==> src/rtl/sram_rw_port_ctrl.sv <==
// Requester-side controller for a single-port RW0 SRAM: optional post-reset zero fill,
// valid/ready request stream to RW0 accesses, credit-limited in-order read response queue.
module sram_rw_port_ctrl #(
    parameter int ADDR_W        = 9,
    parameter int DATA_W        = 8,
    parameter int DEPTH         = 512,
    parameter int RESP_DEPTH    = 3,
    parameter bit INIT_ON_RESET = 1'b1
) (
    input  logic              clock,
    input  logic              reset_n,
    input  logic              req_valid,
    output logic              req_ready,
    input  logic              req_write,
    input  logic [ADDR_W-1:0] req_addr,
    input  logic [DATA_W-1:0] req_wdata,
    input  logic [DATA_W-1:0] req_wmask,
    output logic              resp_valid,
    input  logic              resp_ready,
    output logic [DATA_W-1:0] resp_rdata,
    output logic              init_done,
    output logic              sram_en,
    output logic              sram_wmode,
    output logic [ADDR_W-1:0] sram_addr,
    output logic [DATA_W-1:0] sram_wmask,
    output logic [DATA_W-1:0] sram_wdata,
    input  logic [DATA_W-1:0] sram_rdata
);
    localparam int                CNT_W  = $clog2(RESP_DEPTH + 1);
    localparam int                PTR_W  = $clog2(RESP_DEPTH);
    localparam logic [CNT_W-1:0]  Q_FULL = CNT_W'(RESP_DEPTH);
    localparam logic [PTR_W-1:0]  P_LAST = PTR_W'(RESP_DEPTH - 1);
    localparam logic [ADDR_W-1:0] A_LAST = ADDR_W'(DEPTH - 1);

    typedef enum logic {S_INIT, S_RUN} state_t;

    state_t            r_state, w_state_nxt;
    logic [ADDR_W-1:0] r_init_ptr, w_init_ptr_nxt;
    logic              r_init_done;
    logic              r_rd_inflight;
    logic [DATA_W-1:0] r_q_mem [RESP_DEPTH];
    logic [PTR_W-1:0]  r_wr_ptr, r_rd_ptr;
    logic [CNT_W-1:0]  r_count;
    logic              w_pop, w_push, w_accept;
    logic [CNT_W:0]    w_used;

    assign resp_valid = (r_count != '0);
    assign resp_rdata = r_q_mem[r_rd_ptr];
    assign init_done  = r_init_done;
    assign w_pop      = resp_valid && resp_ready;
    assign w_push     = r_rd_inflight;
    // Queued plus in-flight reads are the credits in use; a same-cycle pop frees one.
    assign w_used     = {1'b0, r_count} + {{CNT_W{1'b0}}, r_rd_inflight} - {{CNT_W{1'b0}}, w_pop};
    assign req_ready  = r_init_done && (w_used < {1'b0, Q_FULL});
    assign w_accept   = req_valid && req_ready;

    always_comb begin
        w_state_nxt    = r_state;
        w_init_ptr_nxt = r_init_ptr;
        sram_en        = 1'b0;
        sram_wmode     = 1'b0;
        sram_addr      = req_addr;
        sram_wmask     = req_wmask;
        sram_wdata     = req_wdata;
        case (r_state)
            S_INIT: begin
                // Gated by reset_n so the macro sees no enable while reset is held.
                sram_en    = reset_n;
                sram_wmode = 1'b1;
                sram_addr  = r_init_ptr;
                sram_wmask = '1;
                sram_wdata = '0;
                if (r_init_ptr == A_LAST) w_state_nxt = S_RUN;
                else                      w_init_ptr_nxt = r_init_ptr + 1'b1;
            end
            default: begin
                sram_en    = w_accept;
                sram_wmode = req_write;
            end
        endcase
    end

    always_ff @(posedge clock or negedge reset_n) begin
        if (!reset_n) begin
            r_state       <= INIT_ON_RESET ? S_INIT : S_RUN;
            r_init_ptr    <= '0;
            r_init_done   <= 1'b0;
            r_rd_inflight <= 1'b0;
            r_wr_ptr      <= '0;
            r_rd_ptr      <= '0;
            r_count       <= '0;
        end else begin
            r_state       <= w_state_nxt;
            r_init_ptr    <= w_init_ptr_nxt;
            r_init_done   <= (w_state_nxt == S_RUN);
            r_rd_inflight <= w_accept && !req_write;
            if (w_push) r_wr_ptr <= (r_wr_ptr == P_LAST) ? '0 : r_wr_ptr + 1'b1;
            if (w_pop)  r_rd_ptr <= (r_rd_ptr == P_LAST) ? '0 : r_rd_ptr + 1'b1;
            case ({w_push, w_pop})
                2'b10:   r_count <= r_count + 1'b1;
                2'b01:   r_count <= r_count - 1'b1;
                default: r_count <= r_count;
            endcase
        end
    end

    always_ff @(posedge clock) begin
        if (w_push) r_q_mem[r_wr_ptr] <= sram_rdata;
    end

    always_ff @(posedge clock) begin
        if (reset_n)
            assert (!(w_push && !w_pop && r_count == Q_FULL))
            else $error("response queue overflow");
    end
endmodule

==> config.mk <==
export PLATFORM = sky130hd
export DESIGN_NAME = sram_rw_port_ctrl
export DESIGN_NICKNAME = d
export VERILOG_FILES = /design/src/rtl/sram_rw_port_ctrl.sv
export SDC_FILE = /design/constraint.sdc
export NUM_CORES = 1
export LEC_CHECK = 0
export BUFFER_PORTS_ARGS = -buffer_cell sky130_fd_sc_hd__buf_2
export CAP_MARGIN = 20
export CORE_ASPECT_RATIO = 0.5
export CORE_MARGIN = 4
export CORE_UTILIZATION = 48
export CTS_BUF_LIST = sky130_fd_sc_hd__clkbuf_16
export DETAILED_ROUTE_END_ITERATION = 8
export GPL_TIMING_DRIVEN = 1
export PLACE_DENSITY = 0.79
export SKIP_LAST_GASP = 1
export SLEW_MARGIN = 10
export SYNTH_ARGS = -nofsm -noshare
export SYNTH_HDL_FRONTEND = slang
export SYNTH_SLANG_ARGS = --single-unit
==> constraint.sdc <==
create_clock -name clock -period 2.6 [get_ports clock]
set_clock_uncertainty 0.1 [all_clocks]
set_input_delay 0.13 -clock clock [delete_from_list [all_inputs] [get_ports clock]]
set_output_delay 0.13 -clock clock [all_outputs]
set_load 0.05 [all_outputs]
==> results by stage <==
Global routing:
- Global routing used 17.3% of the available tracks.
- The number of global-route vias before repair is 1454.
- Entering global routing, the biggest net connects 34 pins.
- The number of antenna violations at the first check in global routing is 0.
- The global-route wire length before repair is 6.82 mm.
- The total overflow left after global routing is 0.

Clock tree:
- In this run the deepest clock path goes through 2 buffers.
- TritonCTS built the clock tree.
- The later-pin clock latency in the skew report is 0.28 ns.
- The clock sink count is 41.
- CTS built an H-tree with a depth of 2.
- The clock-pin slew of the registers on the worst-case setup and hold paths is 0.06 ns.
- The TritonCTS buffer count is 5.
- The tree is rooted in a clkbuf_16.

Worst setup path:
- The required time at the worst-slack endpoint is 2.37 ns.
- The arrival time reported for the critical path endpoint is 2.50 ns.
- The start point of the critical path is r_count[0].
- The worst setup path is launched from a register.
- The startpoint of the worst-slack reg-to-reg timing path is r_count[0].
- The category of the critical setup timing path is reg2out.
- The type of destination of the critical path is an output pin.
- The biggest fanout along the worst timing path is 2.

Timing:
- The final count of pins violating max slew is 0.
- Setup repair after global routing could not meet its margin everywhere.
- The final count of hold timing violations was 0.
- The post-route fraction of the period consumed by the critical path is 105%.
- Across all setup checks in the final design, the least slack found is -0.133 ns.
- The worst pin sits at a relative slew slack of 33.8%.
- After layout, the minimum clock period comes to 2.73 ns.
- The achievable clock frequency is 366 MHz.
- For the pin with the worst max-slew slack, the measured transition is 0.993 ns.
- The worst hold slack across all endpoints is 0.0645 ns.
- The final-report setup violation count is 2.

Routing:
- After detailed routing, the met3 layer carries 193 um of wire.
- The detailed router finished its first iteration with 35 violations.
- In the final routing, the length of wire on met1 measures 1.68 mm.
- The sum of routed wire length over all layers is 4.30 mm.
- The routed wire length per instance is 14.0 um.
- Using the TritonRoute via totals, the vias-per-cell ratio works out to 4.78.
- The routed design uses 2.35 mm of met2 wire.
- The uppermost layer routed is met4.
- The post-detailed-route count of antenna-violating nets is 0.
- Before antenna repair, the detailed router went through 4 iterations.
- After detailed routing, the number of remaining DRC violations is 0.
- Summing over every cut layer, the via total after detailed routing is 1471.

Synth:
- The leading register cell type out of synthesis is edfxtp_1.
- The number of warning messages in the yosys log is 0.
- The post-synthesis compound-gate area fraction is 3.99%.
- Of all cell types, the one taking the most synthesized area is edfxtp_1.
- After synthesis, the most frequently instantiated cells are 24 x edfxtp_1, 17 x dfrtp_1, 14 x nand2_1.
- The portion of synthesized area spent on multiplexers is 10.5%.
- The number of nets in the synthesized netlist is 200.
- The synthesized area per cell is 12.4 um2.
- The area share of fa/ha/maj cells after synthesis is 4.25%.
- The portion of synthesized cell area occupied by the leading cell type is 37.1%.
- By instance count, the leading cell after synthesis is edfxtp_1.
- The instance count of the mapped netlist is 156.
- The synthesized design contains 24 enable-type register cells.
- By area the synthesized netlist is led by edfxtp_1 37%, dfrtp_1 22%, mux2_2 6.4%, mux2i_1 4.1%, nand2b_1 3.5%.
- The post-synthesis instance area is 1940 um2.
- The basic-gate share of the synthesized area counting and, or, nand and nor cells is 14.6%.
- The share of the Yosys chip area taken by registers is 59.0%.
- Of the total synthesized cell area, the portion taken by XOR and XNOR cells is 4.96%.
- The proportion of register bits with asynchronous set or reset after synthesis is 41.5%.
- By area, the combinational part of the netlist is dominated by simple AND/OR/NAND/NOR gates.
- The number of different library cells in the post-synthesis netlist is 27.
- The post-synthesis sequential element count is 41.

Hold path:
- The path category of the worst min-delay check is in2reg.
- In this run the most critical hold path is launched from req_valid.

Floorplanning:
- The die is 53.0 um tall.
- For this design the top-level I/O count stands at 76.
- The die is 98.0 um wide.
- The floorplan core area is 3900 um2.
- The number of rows in the core area is 16.
- The full die area is 5190 um2.
- For this configuration, the core starts out at a cell density of 49.7%.

Placement:
- The count of input and output buffers is 75.
- The HPWL after detailed placement is 2.84 mm.
- The worst slack at placement is 0.0822 ns.
- Routability-driven placement finished with a final weighted congestion of 0.763.

Cells and area:
- The number of antenna diodes in the final layout is 0.
- The filler cells instantiated in the layout total 274.
- After the last flow step, the layout net total stands at 297.
- The post-route netlist has 44.1% of its cells at a drive strength greater than 1.
- Compared with the post-synthesis result, the final layout area differs by 41.6%.

Power:
- IR analysis of the VDD net gives a maximum drop of 0.404 mV.
- The leakage power is 1.26 nW.
- The total power after layout is 0.00224 W.
- Power spread over the standard cell area amounts to 813 nW/um2.

Outcome:
- The checks that failed: setup timing.
- The run finished, with violations left.

Run:
- The tool flagged a number of max-cap violations equal to 0.
-- through the flow --
step	TNS, ns	cell area (um2)	cells	utilization (%)
after floorplan	0	1950	156	-
after global placement	0	2400	284	61.5
after detailed placement	0	2400	284	61.5
after CTS	-0.0901	2750	308	70.3
after global routing	-0.343	2750	308	70.4
final	-0.134	2750	308	70.4
-- kinds of logic (layout without fill, tap and decap cells) --
family,after synthesis,in the layout
AOI/OAI and AO/OA,14,14
xor gates and xnor gates,11,11
adders and majority gates,6,6
buffers and inverters,13,111
DFF,41,41
muxes,19,19
and+or+nand+nor,52,52
-- routing by layer --
| metal | GRT usage, % | vias to the layer above |
|---|---|---|
| met1 | 18.7 | 677 |
| met5 | 0 | - |
| met3 | 5.53 | 10 |
| li1 | - | 737 |
| met4 | 4.83 | 0 |
| met2 | 33.4 | 47 |
-- layout make-up --
| cell class | instances | area (um2) | area share, % |
|---|---|---|---|
| clock buffers | 5 | 125 | 4.55 |
| clock inverters | 3 | 46.3 | 1.68 |
| inverters | 7 | 26.3 | 0.956 |
| multi-input cells | 102 | 767 | 27.9 |
| flip-flops and latches | 41 | 1150 | 41.7 |
| well taps | 54 | 67.6 | 2.46 |
| repair buffers | 96 | 571 | 20.8 |
-- critical path, stage by stage (launching register included) --
cell and delay, ns:
dfrtp_1 0.40, o21ai_2 0.18, inv_1 0.08, ha_1 0.27
inv_1 0.05, ha_1 0.13, inv_1 0.04, fa_1 0.48
nand2b_4 0.12, nand4_1 0.14, o21ai_2 0.14, buf_6 0.18
-- flip-flops by register name, summed over array words and instances, names as in the netlist --
name / count
r_count: 2
r_q_mem: 24
r_init_ptr: 9
init_done: 1
r_rd_inflight: 1
r_rd_ptr: 2
r_wr_ptr: 2
-- cells in the final DEF (no fill, tap or decap), drive strengths merged --
master       synthesis  final
clkinvlp             0      1
dfrtp               17     17
clkinv               0      1
fa                   1      1
buf                  2     86
or3b                 1      1
nand4                2      2
inv                  7      7
edfxtp              24     24
xnor2                5      5
and3                 1      1
and2                 8      8
nand2               14     14
o21ai               11     11
mux2i                8      8
nor3                 5      5
ha                   5      5
mux2                11     11
xor2                 6      6
nand3                1      1
nor2                 6      6
nand4bb              1      1
nand2b              11     11
nor3b                1      1
a21o                 3      3
or2                  1      1
clkbuf               4      5
bufinv               0      1
dlygate4sd3          0     10
-- path summary, 6_finish.rpt --
path | to | cells after the start | slack [ns]
worst max-delay path | sram_en | 11 | -0.13
worst min-delay path | r_rd_inflight | 3 | 0.06
worst max register to register | r_rd_inflight | 10 | 0.36
worst min register to register | r_init_ptr[6] | 1 | 0.40
max in group asynchronous | r_rd_inflight | 2 | 1.87
min in group asynchronous | r_rd_ptr[0] | 2 | 0.23
-- power by group --
part,internal [W],total [W],switching [W]
combinational,0.000296,0.000729,0.000433
clock,0.000454,0.000707,0.000253
sequential,0.000720,0.000800,0.0000804
total,0.00147,0.00224,0.000767
-- timing repair --
item                       in CTS  in global routing
pin swaps                       2                  2
hold endpoints to repair       42                  0
hold buffers                   10                  0
setup buffers                   6                  0
setup endpoints to repair       2                  2
gates resized for setup         6                  1
(Power assumes the default switching activity.)
